--- src/rtl/wb_rtc_alarm.sv ---
// Wishbone RTC: programmable prescaler, 32-bit seconds counter, N_ALARMS compare channels with
// one-shot/repeat modes and registered per-channel interrupts.

module wb_rtc_alarm_ch (
  input  logic        clk,
  input  logic        rst,
  input  logic        alarm_wr,
  input  logic        cfg_wr,
  input  logic [3:0]  sel,
  input  logic [31:0] wdata,
  input  logic        step,
  input  logic [31:0] sec_next,
  input  logic        pend_clr,
  output logic [31:0] alarm,
  output logic [2:0]  cfg,
  output logic        pend,
  output logic        irq
);
  logic fire;
  // cfg = {REPEAT, IEN, AEN}
  assign fire = step & cfg[0] & (sec_next == alarm);

  always_ff @(posedge clk or posedge rst) begin
    if (rst) begin
      alarm <= '1;
      cfg   <= '0;
      pend  <= 1'b0;
      irq   <= 1'b0;
    end else begin
      if (alarm_wr)
        for (int b = 0; b < 4; b++)
          if (sel[b]) alarm[8*b +: 8] <= wdata[8*b +: 8];
      // An explicit config write overrides the one-shot auto-disarm.
      if (cfg_wr && sel[0]) cfg <= wdata[2:0];
      else if (fire && !cfg[2]) cfg[0] <= 1'b0;
      pend <= fire | (pend & ~pend_clr);
      irq  <= pend & cfg[1];
    end
  end
endmodule

module wb_rtc_alarm #(
  parameter logic [31:0]           BASE_ADDR  = 32'h3000_0000,
  parameter int                    PRESCALE_W = 24,
  parameter logic [PRESCALE_W-1:0] DIV_RESET  = 24'd10_000_000,
  parameter int                    N_ALARMS   = 3
) (
  input  logic                wb_clk_i,
  input  logic                wb_rst_i,
  input  logic                wbs_cyc_i,
  input  logic                wbs_stb_i,
  input  logic                wbs_we_i,
  input  logic [3:0]          wbs_sel_i,
  input  logic [31:0]         wbs_adr_i,
  input  logic [31:0]         wbs_dat_i,
  output logic [31:0]         wbs_dat_o,
  output logic                wbs_ack_o,
  output logic [N_ALARMS-1:0] irq,
  output logic                tick_o
);
  function automatic logic [31:0] merge(input logic [31:0] cur, input logic [31:0] nw,
                                        input logic [3:0] be);
    logic [31:0] r;
    r = cur;
    for (int b = 0; b < 4; b++)
      if (be[b]) r[8*b +: 8] = nw[8*b +: 8];
    return r;
  endfunction

  logic [7:0]            off;
  logic                  access, wr, ctrl_wr, div_wr, sec_wr, pend_wr;
  logic                  en, cnt_last, tick, step;
  logic [PRESCALE_W-1:0] div, cnt, eff_div;
  logic [31:0]           sec, sec_next, div32, div_new, rdata;

  logic [N_ALARMS-1:0]       alarm_wr, cfg_wr, pend, pend_clr;
  logic [N_ALARMS-1:0][31:0] alarm;
  logic [N_ALARMS-1:0][2:0]  cfg;

  assign off     = wbs_adr_i[7:0];
  // The !ack term guarantees at least one idle cycle between acks.
  assign access  = wbs_cyc_i & wbs_stb_i & (wbs_adr_i[31:8] == BASE_ADDR[31:8]) & ~wbs_ack_o;
  assign wr      = access & wbs_we_i;
  assign ctrl_wr = wr & (off == 8'h00);
  assign div_wr  = wr & (off == 8'h04);
  assign sec_wr  = wr & (off == 8'h08);
  assign pend_wr = wr & (off == 8'h0C);

  always_comb begin
    div32 = '0;
    div32[PRESCALE_W-1:0] = div;
  end
  assign div_new  = merge(div32, wbs_dat_i, wbs_sel_i);

  assign eff_div  = (div == '0) ? PRESCALE_W'(1) : div;
  assign cnt_last = (cnt == eff_div - PRESCALE_W'(1));
  assign tick     = en & cnt_last;
  // A colliding SEC write swallows the tick: no increment, no alarm, no tick_o.
  assign step     = tick & ~sec_wr;
  assign sec_next = sec + 32'd1;

  for (genvar i = 0; i < N_ALARMS; i++) begin : g_ch
    assign alarm_wr[i] = wr & (off == 8'(16 + 8*i));
    assign cfg_wr[i]   = wr & (off == 8'(20 + 8*i));
    assign pend_clr[i] = pend_wr & wbs_sel_i[0] & wbs_dat_i[i];
    wb_rtc_alarm_ch u_ch (
      .clk(wb_clk_i), .rst(wb_rst_i), .alarm_wr(alarm_wr[i]), .cfg_wr(cfg_wr[i]),
      .sel(wbs_sel_i), .wdata(wbs_dat_i), .step(step), .sec_next(sec_next),
      .pend_clr(pend_clr[i]), .alarm(alarm[i]), .cfg(cfg[i]), .pend(pend[i]), .irq(irq[i])
    );
  end

  always_comb begin
    rdata = '0;
    case (off)
      8'h00:   rdata[0] = en;
      8'h04:   rdata = div32;
      8'h08:   rdata = sec;
      8'h0C:   rdata[N_ALARMS-1:0] = pend;
      default: for (int i = 0; i < N_ALARMS; i++) begin
        if (off == 8'(16 + 8*i)) rdata = alarm[i];
        if (off == 8'(20 + 8*i)) rdata[2:0] = cfg[i];
      end
    endcase
  end

  always_ff @(posedge wb_clk_i or posedge wb_rst_i) begin
    if (wb_rst_i) begin
      wbs_ack_o <= 1'b0;
      wbs_dat_o <= '0;
      tick_o    <= 1'b0;
      en        <= 1'b0;
      div       <= DIV_RESET;
      sec       <= '0;
      cnt       <= '0;
    end else begin
      wbs_ack_o <= access;
      wbs_dat_o <= (access & ~wbs_we_i) ? rdata : '0;
      tick_o    <= step;
      if (ctrl_wr && wbs_sel_i[0]) en <= wbs_dat_i[0];
      if (div_wr) div <= div_new[PRESCALE_W-1:0];
      if (div_wr || sec_wr) cnt <= '0;
      else if (en)          cnt <= cnt_last ? '0 : cnt + PRESCALE_W'(1);
      if (sec_wr)    sec <= merge(sec, wbs_dat_i, wbs_sel_i);
      else if (tick) sec <= sec_next;
    end
  end
endmodule

--- config.mk ---
export PLATFORM = sky130hd
export DESIGN_NAME = wb_rtc_alarm
export DESIGN_NICKNAME = d
export VERILOG_FILES = /design/src/rtl/wb_rtc_alarm.sv
export SDC_FILE = /design/constraint.sdc
export NUM_CORES = 1
export LEC_CHECK = 0
export ABC_AREA = 1
export BUFFER_PORTS_ARGS = -buffer_cell sky130_fd_sc_hd__buf_4
export CORE_MARGIN = 5
export CORE_UTILIZATION = 50
export CTS_BUF_LIST = sky130_fd_sc_hd__clkbuf_8
export CTS_CLUSTER_DIAMETER = 80
export DETAILED_ROUTE_END_ITERATION = 10
export PLACE_DENSITY_LB_ADDON = 0.25
export SLEW_MARGIN = 30
export SYNTH_ARGS = -nofsm -noshare
export SYNTH_HDL_FRONTEND = slang
export SYNTH_SLANG_ARGS = --single-unit
--- constraint.sdc ---
create_clock -name wb_clk_i -period 6.8 [get_ports wb_clk_i]
set_input_delay 0.34 -clock wb_clk_i [delete_from_list [all_inputs] [get_ports wb_clk_i]]
set_output_delay 0.34 -clock wb_clk_i [all_outputs]
set_load 0.01 [all_outputs]
==> results of run 1 <==
[layout make-up]
type	instances	area [sq um]
Clock buffer	50	688
Clock inverter	25	130
Fill cell	2712	11700
Inverter	227	865
Multi-Input combinational cell	1444	7100
Sequential cell	226	5790
Tap cell	378	473
Timing Repair Buffer	122	926
[metal layers]
metal	vias to the layer above	global-route usage (%)
met5	-	0
met4	0	10.9
met3	126	5.40
met2	666	47.8
met1	6572	42.4
li1	6618	-
[power groups by stage]
stage,registers (W),logic [W],clock network [W]
2_1_floorplan,0.00137,0.0000474,0
3_3_place_gp,0.00137,0.000108,0
3_5_place_dp,0.00137,0.000109,0
4_1_cts,0.00135,0.000110,0.00132
5_1_grt,0.00135,0.000122,0.00139
6_report,0.00135,0.000109,0.00130
[state kept, by name, indices dropped and copies added (netlist names)]
name	cells
g_ch.u_ch.pend	3
wbs_dat_o	32
g_ch.u_ch.alarm	96
g_ch.u_ch.cfg	9
tick_o	1
g_ch.u_ch.irq	3
en	1
wbs_ack_o	1
div	24
cnt	24
sec	32
[cells in the mapped netlist, types with 3 or more instances]
master,instances,area (sq um)
xor2_1,58,508
nand2_2,6,37.5
buf_2,5,25.0
nand3b_1,8,60.1
nor2_1,156,586
o221ai_1,3,26.3
a21oi_1,37,185
nor4_1,12,75.1
dfstp_2,104,2730
o21bai_1,6,45.0
clkinv_1,3,11.3
nor2_4,3,33.8
a221oi_1,21,184
or2_2,7,43.8
xnor2_1,20,175
buf_4,3,22.5
inv_1,219,822
nand4_1,29,181
dfrtp_1,122,3050
o21ai_0,215,1080
nand2_1,602,2260
nor3_1,20,100
a211oi_1,18,135
ha_1,3,37.5
nor2_2,12,75.1
nand3_1,141,706
inv_2,4,15.0
buf_6,3,33.8
o22ai_1,27,169
o211ai_1,10,75.1
clkbuf_1,42,158
a21o_1,4,30.0
[through the flow]
step                utilization, %  cells  area, sq um  worst slack (ns)
finish                        57.6   2472        16000              2.78
global route                  57.6   2472        16000              2.49
CTS                           57.6   2472        16000              2.81
detailed placement            54.6   2396        15100              2.85
global placement              54.6   2396        15100              2.91
floorplan                        -   1951        14000             0.441
[cells in the final DEF, fill, tap and decap left out, drive strengths merged, types with 3 or more instances in the layout]
cell    synthesis  layout
clkbuf         42      50
dfstp         104     104
o21ai         216     216
nor3           22      22
a21o            4       4
nand3         144     144
nor2          172     172
nand4          32      32
o21bai          6       6
nand3b          8       8
a211oi         18      18
ha              3       3
buf            12     121
nor4b           3       3
xor2           58      58
o22ai          27      27
clkinv          3       5
o221ai          3       3
nand2         610     610
a221oi         21      21
a21oi          37      37
inv           224     244
or2             7       7
o211ai         10      10
nor4           13      13
dfrtp         122     122
xnor2          20      20
[logic make-up after synthesis]
| group | count (synthesis) | share of synthesized area (%) |
|---|---|---|
| flip-flops | 226 | 41.4 |
| AO/OA/AOI/OAI | 350 | 14.3 |
| AND/OR/NAND/NOR | 1013 | 31.3 |
| adder cells (fa/ha/maj) | 3 | 0.269 |
| buffers and inverters | 281 | 7.87 |
| XOR/XNOR | 78 | 4.89 |
[worst reg2reg max path, stage by stage, from the launching register on]
cell     delay, ns
dfrtp_1       0.48
nor2_2        0.22
nand2_1       0.09
nor2_2        0.19
nand3_4       0.20
nand2_2       0.12
inv_2         0.06
ha_1          0.23
nand3_2       0.12
inv_1         0.05
nand2_1       0.06
xor2_1        0.25
xor2_1        0.30
nand2_1       0.11
nor2_1        0.10
nand3_1       0.09
nor2_1        0.18
nand2_2       0.17
nand2_1       0.62
o21ai_0       0.22
[path summary, 6_finish.rpt]
kind                                         from                      to  slack, ns
hold / removal                       wbs_dat_i[1]     g_ch[2].u_ch.cfg[1]       0.03
max in group asynchronous                wb_rst_i                 div[17]       5.26
setup reg to reg                           div[2]                 cnt[21]       2.78
hold reg to reg            g_ch[0].u_ch.alarm[28]  g_ch[0].u_ch.alarm[28]       0.49
setup / recovery                           div[2]                 cnt[21]       2.78
min in group asynchronous                wb_rst_i                  div[3]       0.46
==> results.sh, run 1 <==
export IMPL_grt_total_usage_pct=30.4
export IMPL_cp_max_fo=21
export IMPL_cp_num_buf_inv=2
export IMPL_grt_ovfl_total=0
export IMPL_clk_latency_ns=0.56
export IMPL_hpwl_um=35200
export IMPL_ys_ff_latch=226
export IMPL_dr_pass1_iters=6
export IMPL_post_cts_resized=0
export IMPL_async_reset_ff_share_pct=100
export IMPL_ys_warn_count=0
export IMPL_num_io_pins=110
export IMPL_worstSetupStartpointType="flip-flop"
export IMPL_ir_drop_mv=0.179
export IMPL_avgViaCountPerCell=5.66
export IMPL_slew_headroom_pct=39.8
export IMPL_syn_inst=1951
export IMPL_required_ns=7.19
export IMPL_fin_nets=2138
export IMPL_max_stage_delay_ns=0.62
export IMPL_antenna_found_initial=0
export IMPL_first_global_vias=13400
export IMPL_hold_viol=0
export IMPL_num_vias=14000
export IMPL_max_freq_ghz=0.248
export IMPL_path_common_cell="nand2_1"
export IMPL_worstSetupPathType="reg2reg"
export IMPL_yosys_most_used_dff="dfrtp_1"
export IMPL_drc=0
export IMPL_p_comb_share_pct=4.0
export IMPL_rows=61
export IMPL_critPathTopFamily="simple AND/OR/NAND/NOR gates"
export IMPL_cp_cell_sequence="nor2_2 > nand2_1 > nor2_2 > nand3_4 > nand2_2 > inv_2 > ha_1 > nand3_2 > inv_1 > nand2_1 > xor2_1 > xor2_1 > nand2_1 > nor2_1 > nand3_1 > nor2_1 > nand2_2 > nand2_1 > o21ai_0"
export IMPL_dr_wl_met2_um=21600
export IMPL_ant_nets=0
export IMPL_status="finished, final reports clean"
export IMPL_postCtsSetupRepairBufs=0
export IMPL_drv_slew=0
export IMPL_start_util_pct=50.4
export IMPL_pwr_share_clk_pct=47.0
export IMPL_p_switching_w=0.000668
export IMPL_cts_tree="yes"
export IMPL_path_depth=19
export IMPL_clock_tree_root_cell="clkbuf_8"
export IMPL_netlist_area_sq_um=14000
export IMPL_ctsHoldBuffers=1
export IMPL_detail_route_wl_per_cell_um=19.4
export IMPL_end_kind="flip-flop"
export IMPL_power_w=0.00276
export IMPL_die_height_um=177
export IMPL_worstPathArrival_ns=4.41
export IMPL_finalCriticalPeriod_ns=4.02
export IMPL_min_path_type="in2reg"
export IMPL_dr_wl_met3_um=3950
export IMPL_maxCapViolations=0
export IMPL_drive_gt1_share_pct=15.8
export IMPL_seqPwrFrac_pct=49.0
export IMPL_p_int_w=0.00209
export IMPL_r2r_cells=19
export IMPL_rsz0062_at_grt="no"
export IMPL_ys_types=52
export IMPL_portBuffers=109
export IMPL_diodes=0
export IMPL_wl_met1_um=20600
export IMPL_htree_levels=2
export IMPL_grt_start_max_net_pins=86
export IMPL_swShare_pct=24.2
export IMPL_cts_sinks=226
export IMPL_clock_path_buffers=3
export IMPL_whs_ns=0.0255
export IMPL_synth_enable_flop_cells=0
export IMPL_drt_wl_total_um=47900
export IMPL_worstHoldPathCells=3
export IMPL_seq_area_frac_synth_pct=41.4
export IMPL_cts_buffers=41
export IMPL_die_w_um=177
export IMPL_drt_first_iter_violations=1520
export IMPL_finalSetupTns_ns=0
export IMPL_timing_final_crit_share_pct=59.2
export IMPL_leakage_nw=7.15
export IMPL_coreArea_sq_um=27700
export IMPL_grt_pass1_wl_um=75400
export IMPL_setup_violations=0
export IMPL_top_layer_used="met4"
export IMPL_syn_avg_cell_area_sq_um=7.16
export IMPL_finClkSkew_ns=0.0180
export IMPL_areaGrowthSynthToFinish_pct=14.3
export IMPL_pwr_density_cell_nw_per_um2=173
export IMPL_dieArea_sq_um=31400
export IMPL_clkTransAtPathRegs_ns=0.07
export IMPL_worst_pin_slew_ns=0.897
export IMPL_slowest_stage="nand2_1"
export IMPL_syn_nets=2027
export IMPL_routabilityCongestion=1.05
No activity file was read; power rests on OpenSTA's default activity.
==> inputs of run 2 (changes only) <==
--- a/config.mk
+++ b/config.mk
@@ -5,7 +5,7 @@
 export SDC_FILE = /design/constraint.sdc
 export NUM_CORES = 1
 export LEC_CHECK = 0
-export ABC_AREA = 1
+export ABC_AREA = 0
 export BUFFER_PORTS_ARGS = -buffer_cell sky130_fd_sc_hd__buf_4
 export CORE_MARGIN = 5
 export CORE_UTILIZATION = 50
==> constraint.sdc (replaced) <==
create_clock -name wb_clk_i -period 3.3 [get_ports wb_clk_i]
set_input_delay 0.165 -clock wb_clk_i [delete_from_list [all_inputs] [get_ports wb_clk_i]]
set_output_delay 0.165 -clock wb_clk_i [all_outputs]
set_load 0.01 [all_outputs]
==> run 2 against run 1 <==
  * The run now ends with negative setup slack left
  * Clock skew up 0.00062 ns
  * Sequential cell count unchanged
  * Fmax down 1.9%
  * Sequential share of layout area down 7.3 points
  * Critical path depth down 2
  * Core utilization up 12 points
  * Worst setup slack worse by 3.6 ns
  * Highest routed layer unchanged
==> results.sh, run 2 <==
export IMPL_status="finished with violations"
export IMPL_violations="negative setup slack"
export IMPL_required_ns=3.73
export IMPL_synthXorXnorAreaFrac_pct=7.90
export IMPL_synth_enable_flop_cells=0
export IMPL_ys_types=87
export IMPL_antenna_found_initial=0
export IMPL_clkTransAtPathRegs_ns=0.06
export IMPL_drt_wl_total_um=62700
export IMPL_grt_ovfl_total=0
export IMPL_synth_most_common_cell="mux2_2"
export IMPL_start_util_pct=51.0
export IMPL_ys_ff_latch=226
export IMPL_seqPwrFrac_pct=47.3
export IMPL_synth_top_cell_by_area="dfrtp_1"
export IMPL_num_vias=15300
export IMPL_netlist_area_sq_um=14700
export IMPL_final_common_cell="buf_4"
export IMPL_max_freq_ghz=0.244
export IMPL_syn_inst=1564
export IMPL_syn_avg_cell_area_sq_um=9.41
export IMPL_grt_start_max_net_pins=85
export IMPL_finalSetupTns_ns=-41.51
export IMPL_coreArea_sq_um=28900
export IMPL_routabilityCongestion=1.05
export IMPL_top_regs="g_ch.u_ch.alarm (96), sec (32), wbs_dat_o (32)"
export IMPL_rsz0062_at_grt="yes"
export IMPL_swShare_pct=24.1
export IMPL_diodes=0
export IMPL_p_switching_w=0.00142
export IMPL_drv_slew=0
export IMPL_clock_tree_root_cell="clkbuf_8"
export IMPL_timing_final_crit_share_pct=124
export IMPL_drc=0
export IMPL_slew_headroom_pct=40.9
export IMPL_n_fill_cell=2231
export IMPL_fin_nets=2009
export IMPL_htree_levels=2
export IMPL_place_ws_ns=-0.929
export IMPL_synth_fa_ha_area_share_pct=0.255
export IMPL_dr_pass1_iters=6
export IMPL_synthTopCellsByCount="mux2_2, dfrtp_1, nand2_1"
export IMPL_first_global_vias=15300
export IMPL_die_w_um=182
export IMPL_rows=62
export IMPL_worstSetupStartpointType="flip-flop"
export IMPL_final_setup_worst_slack_ns=-0.801
export IMPL_synthMuxAreaShare_pct=10.9
export IMPL_yosysTopAreaCellShare_pct=20.7
export IMPL_cp_cell_sequence="nor2_2 > and3_4 > a31oi_4 > ha_4 > or4b_4 > nor4_4 > mux2i_2 > or3_4 > buf_6 > nor4_4 > buf_4 > buf_4 > nand4b_1 > buf_6 > or3_4 > a21oi_2 > a211oi_1"
export IMPL_largest_reg_flops=96
export IMPL_grt_pass1_wl_um=95200
export IMPL_maxCapViolations=0
export IMPL_cts_tree="yes"
export IMPL_synth_simple_area_share_pct=20.7
export IMPL_worstHoldPathCells=5
export IMPL_portBuffers=109
export IMPL_clk_latency_ns=0.56
export IMPL_syn_nets=1640
export IMPL_synth_top_family_by_area="simple AND/OR/NAND/NOR gates"
export IMPL_detail_route_wl_per_cell_um=26.7
export IMPL_num_io_pins=110
export IMPL_ir_drop_mv=0.333
export IMPL_leakage_nw=8.52
export IMPL_hold_viol=0
export IMPL_dieArea_sq_um=33000
export IMPL_grt_total_usage_pct=37.2
export IMPL_die_height_um=182
export IMPL_p_int_w=0.00446
export IMPL_synth_compound_area_share_pct=16.8
export IMPL_slowest_stage="dfstp_2"
export IMPL_areaGrowthSynthToFinish_pct=36.0
export IMPL_regMostFlops="g_ch.u_ch.alarm"
export IMPL_pwr_share_clk_pct=48.7
export IMPL_layout_common_cells="buf_4, mux2_2, dfrtp_1, nand2_1, dfstp_2"
export IMPL_r2r_cells=17
export IMPL_finalCriticalPeriod_ns=4.10
export IMPL_ant_nets=0
export IMPL_cp_max_fo=5
export IMPL_drive_gt1_share_pct=41.9
export IMPL_end_kind="flip-flop"
export IMPL_worstSetupPathType="reg2reg"
export IMPL_yosys_most_used_dff="dfrtp_1"
export IMPL_cts_sinks=226
export IMPL_clock_path_buffers=3
export IMPL_finClkSkew_ns=0.0186
export IMPL_p_comb_share_pct=4.1
export IMPL_seq_area_frac_synth_pct=39.3
export IMPL_drt_first_iter_violations=1778
export IMPL_worst_pin_slew_ns=0.878
export IMPL_setup_violations=63
export IMPL_async_reset_ff_share_pct=100
export IMPL_synthTopCellsByArea="dfrtp_1, dfstp_2, mux2_2"
export IMPL_avgViaCountPerCell=6.50
export IMPL_worstPathArrival_ns=4.53
export IMPL_ys_warn_count=0
export IMPL_min_path_type="in2reg"
export IMPL_hpwl_um=46100
export IMPL_cts_buffers=42
export IMPL_max_stage_delay_ns=0.54
export IMPL_pwr_density_cell_nw_per_um2=294
[run 2: changes by cell type after synthesis, sizes merged, moves of 64 or more]
cell   previous run  this run
mux2              0       130
nand2           610       110
inv             224        30
nor2            172        96
o21ai           216        61
nand3           144        80
[run 2: layout make-up]
type	instances	area, sq um	area share, %
flip-flops and latches	226	5790	28.9
repair buffers	442	3710	18.6
multi-input cells	1191	9040	45.2
clock buffers	52	716	3.57
inverters	30	124	0.619
clock inverters	25	161	0.806
well taps	384	480	2.40
[run 2: repair_timing]
action	4_1_cts	5_1_grt
hold buffers	37	0
hold endpoints to repair	168	0
setup buffers	17	12
cloned	3	1
resized for setup	136	48
pin swaps	57	30
endpoints found under the setup margin	63	63
[run 2: cell families after synthesis]
family,after synthesis
AO/OA/AOI/OAI,347
AND/OR/NAND/NOR,572
buffers and inverters,147
flip-flops,226
adder cells (fa/ha/maj),3
XOR/XNOR,125
multiplexers,144
[run 2: path summary, 6_finish.rpt]
check                                  start                endpoint  slack (ns)
min in group asynchronous           wb_rst_i                  div[2]        0.34
max in group asynchronous           wb_rst_i  g_ch[1].u_ch.alarm[19]        2.00
max reg2reg                          div[20]                 sec[17]       -0.80
min                             wbs_sel_i[3]  g_ch[0].u_ch.alarm[26]        0.03
max                                  div[20]                 sec[17]       -0.80
min reg2reg                g_ch[0].u_ch.pend        g_ch[0].u_ch.irq        0.53
[run 2: routing by layer]
| metal | share of wire, % | global-route usage [%] | vias to the layer above |
|---|---|---|---|
| met3 | 9.4 | 7.22 | 215 |
| met4 | 5.9 | 17.2 | 0 |
| li1 | - | - | 6618 |
| met5 | 0 | 0 | - |
| met2 | 45 | 57.7 | 873 |
| met1 | 40 | 50.4 | 7567 |
[run 2: worst max-delay path, delay by kind of cell (launching register included)]
family                   cells  cell delay, ns
flip-flops                   1            0.54
multiplexers                 1            0.14
buffers and inverters        4            0.57
adder cells (fa/ha/maj)      1            0.15
AND/OR/NAND/NOR              8            2.18
AO/OA/AOI/OAI                3            0.40
[run 2: power groups by stage]
stage	sequential, W	clock [W]	combinational, W
global route	0.00278	0.00302	0.000258
CTS	0.00278	0.00289	0.000236
floorplan	0.00282	0	0.0000613
finish	0.00278	0.00286	0.000238
detailed placement	0.00282	0	0.000201
global placement	0.00282	0	0.000196
[run 2: per-stage QoR]
| step | hold slack [ns] | std cells | instance area, sq um | util, % | total power [W] |
|---|---|---|---|---|---|
| floorplan | 0.274 | 1564 | 14800 | - | 0.00288 |
| detailed placement | 0.355 | 2207 | 17700 | 61.3 | 0.00302 |
| global placement | 0.348 | 2207 | 17700 | 61.3 | 0.00302 |
| CTS | 0.0166 | 2341 | 19700 | 68.4 | 0.00591 |
| finish | 0.0267 | 2350 | 20000 | 69.4 | 0.00588 |
| global route | 0.0873 | 2350 | 20000 | 69.4 | 0.00606 |
==> inputs of run 3 (changes only) <==
--- a/config.mk
+++ b/config.mk
@@ -12,7 +12,7 @@
 export CTS_BUF_LIST = sky130_fd_sc_hd__clkbuf_8
 export CTS_CLUSTER_DIAMETER = 80
 export DETAILED_ROUTE_END_ITERATION = 10
-export PLACE_DENSITY_LB_ADDON = 0.25
+export PLACE_DENSITY = 0.71
 export SLEW_MARGIN = 30
 export SYNTH_ARGS = -nofsm -noshare
 export SYNTH_HDL_FRONTEND = slang
==> run 3 against run 2 <==
  * The run still ends with negative setup slack left
  * Die area is the same
  * First-iteration DRC count grew 3.7%
  * Combinational power shrank 2%
  * Sequential share of layout area grew 0.57 points
  * Critical path depth shrank 2
  * Design area shrank 1.9%
  * Routed wire length shrank 3.6%
  * Via count shrank 1.0%
  * Non-clock buffer count shrank 22
  * Hold slack gained 0.010 ns
  * Largest cell class unchanged
==> results.sh, run 3 (synthesis gave the netlist of run 2 again) <==
export IMPL_status="finished with violations"
export IMPL_violations="negative setup slack"
export IMPL_grt_start_max_net_pins=96
export IMPL_max_freq_ghz=0.247
export IMPL_max_stage_delay_ns=0.54
export IMPL_pwr_share_clk_pct=47.9
export IMPL_start_util_pct=51.0
export IMPL_die_w_um=182
export IMPL_grt_ovfl_total=0
export IMPL_ir_drop_mv=0.414
export IMPL_final_common_cell="buf_4"
export IMPL_whs_ns=0.0367
export IMPL_cts_buffers=42
export IMPL_dp_cells=2195
export IMPL_diodes=0
export IMPL_areaGrowthSynthToFinish_pct=33.4
export IMPL_worstSetupPathType="reg2reg"
export IMPL_worstPathArrival_ns=4.52
export IMPL_hold_viol=0
export IMPL_finalSetupTns_ns=-39.57
export IMPL_drt_first_iter_violations=1844
export IMPL_antenna_found_initial=1
export IMPL_worstSetupStartpointType="flip-flop"
export IMPL_timing_final_crit_share_pct=123
export IMPL_min_path_type="in2reg"
export IMPL_num_vias=15100
export IMPL_drive_gt1_share_pct=40.6
export IMPL_cts_tree="yes"
export IMPL_leakage_nw=8.35
export IMPL_cp_max_fo=3
export IMPL_cp_num_buf_inv=2
export IMPL_num_io_pins=110
export IMPL_coreArea_sq_um=28900
export IMPL_drv_slew=0
export IMPL_rows=62
export IMPL_clk_latency_ns=0.59
export IMPL_n_fill_cell=2309
export IMPL_p_comb_share_pct=4.0
export IMPL_final_cells=2329
export IMPL_dpl_instance_area_sq_um=17600
export IMPL_fin_nets=1987
export IMPL_drt_wl_total_um=60500
export IMPL_regMostFlops="g_ch.u_ch.alarm"
export IMPL_slowest_stage="dfstp_2"
export IMPL_clock_path_buffers=3
export IMPL_largest_reg_flops=96
export IMPL_cts_sinks=226
export IMPL_portBuffers=109
export IMPL_final_area_sq_um=19600
export IMPL_cp_cell_sequence="nor4_2 > and3_4 > a31oi_4 > ha_2 > buf_4 > or4bb_1 > a221o_1 > a2111oi_4 > o311ai_2 > nor4_4 > and4b_2 > nand2_4 > buf_6 > o32ai_2 > o21ba_1"
export IMPL_clkTransAtPathRegs_ns=0.06
export IMPL_p_switching_w=0.00141
export IMPL_grt_pass1_wl_um=92100
export IMPL_drc=0
export IMPL_routabilityCongestion=1.03
export IMPL_final_setup_worst_slack_ns=-0.754
export IMPL_pwr_density_cell_nw_per_um2=294
export IMPL_critPathTopFamily="simple AND/OR/NAND/NOR gates"
export IMPL_required_ns=3.76
export IMPL_die_height_um=182
export IMPL_worst_pin_slew_ns=0.851
export IMPL_setup_violations=63
export IMPL_avgViaCountPerCell=6.49
export IMPL_area_sequential_sq_um=5790
export IMPL_ant_nets=0
export IMPL_rsz0062_at_grt="yes"
export IMPL_swShare_pct=24.4
export IMPL_p_int_w=0.00437
export IMPL_first_global_vias=15000
export IMPL_maxCapViolations=0
export IMPL_detail_route_wl_per_cell_um=26.0
export IMPL_hpwl_um=45300
export IMPL_finalCriticalPeriod_ns=4.05
export IMPL_finClkSkew_ns=0.0352
export IMPL_end_kind="flip-flop"
export IMPL_clock_tree_root_cell="clkbuf_8"
export IMPL_layout_common_cells="buf_4, mux2_2, dfrtp_1, nand2_1, dfstp_2"
export IMPL_seqPwrFrac_pct=48.1
export IMPL_dieArea_sq_um=33000
export IMPL_top_regs="g_ch.u_ch.alarm (96), sec (32), wbs_dat_o (32)"
export IMPL_grt_total_usage_pct=35.9
export IMPL_multi_input_area_sq_um=8920
export IMPL_dr_pass1_iters=6
export IMPL_slew_headroom_pct=42.8
export IMPL_htree_levels=2
## run 3: area by class of cell
cell class,instances,share of cell area (%)
clock inverters,23,0.478
repair buffers,420,17.7
clock buffers,55,3.85
flip-flops and latches,226,29.5
inverters,30,0.631
multi-input cells,1191,45.4
well taps,384,2.45
## run 3: path summary, 6_finish.rpt
check	start	endpoint	slack, ns	cells past startpoint
min in group asynchronous	wb_rst_i	wbs_dat_o[4]	0.23	3
setup / recovery	div[23]	sec[21]	-0.75	15
max in group asynchronous	wb_rst_i	g_ch[0].u_ch.alarm[21]	2.16	4
hold / removal	wbs_sel_i[3]	g_ch[0].u_ch.alarm[26]	0.04	4
hold reg to reg	g_ch[2].u_ch.cfg[1]	g_ch[2].u_ch.irq	0.50	1
setup reg to reg	div[23]	sec[21]	-0.75	15
## run 3: worst min-delay path: cells and delay by family
family / cells / cell delay (ns)
and+or+nand+nor: 2 / 0.24
AOI/OAI and AO/OA: 1 / 0.10
buffers and inverters: 1 / 0.10
## run 3: through the flow
stage               power [W]  utilization (%)  setup slack, ns
floorplan             0.00288                -           -0.867
global placement      0.00302             60.9           -0.829
detailed placement    0.00302             60.9           -0.944
CTS                   0.00580             67.0           -0.753
global route          0.00596             68.0           -0.942
finish                0.00578             68.0           -0.754
## run 3: timing repair
action | 4_1_cts | 5_1_grt
hold buffers | 38 | 0
gates cloned | 2 | 0
pin swaps | 28 | 25
hold endpoints to repair | 168 | 0
setup endpoints to repair | 63 | 63
gates resized for setup | 99 | 60
buffers inserted | 13 | 7
## run 3: power by group through the flow
stage / combinational, W / clock [W] / sequential, W
final: 0.000233 / 0.00277 / 0.00278
after global routing: 0.000252 / 0.00293 / 0.00278
after CTS: 0.000231 / 0.00278 / 0.00278
after detailed placement: 0.000197 / 0 / 0.00282
after global placement: 0.000193 / 0 / 0.00282
after floorplan: 0.0000613 / 0 / 0.00282
## run 3: layer usage
metal  vias to the layer above  routed length [um]  track usage [%]
met4                         2                3220             17.4
li1                       6594                   -                -
met2                       864               27300             55.4
met1                      7456               24700             48.2
met3                       201                5280             7.54
met5                         -                   8                0
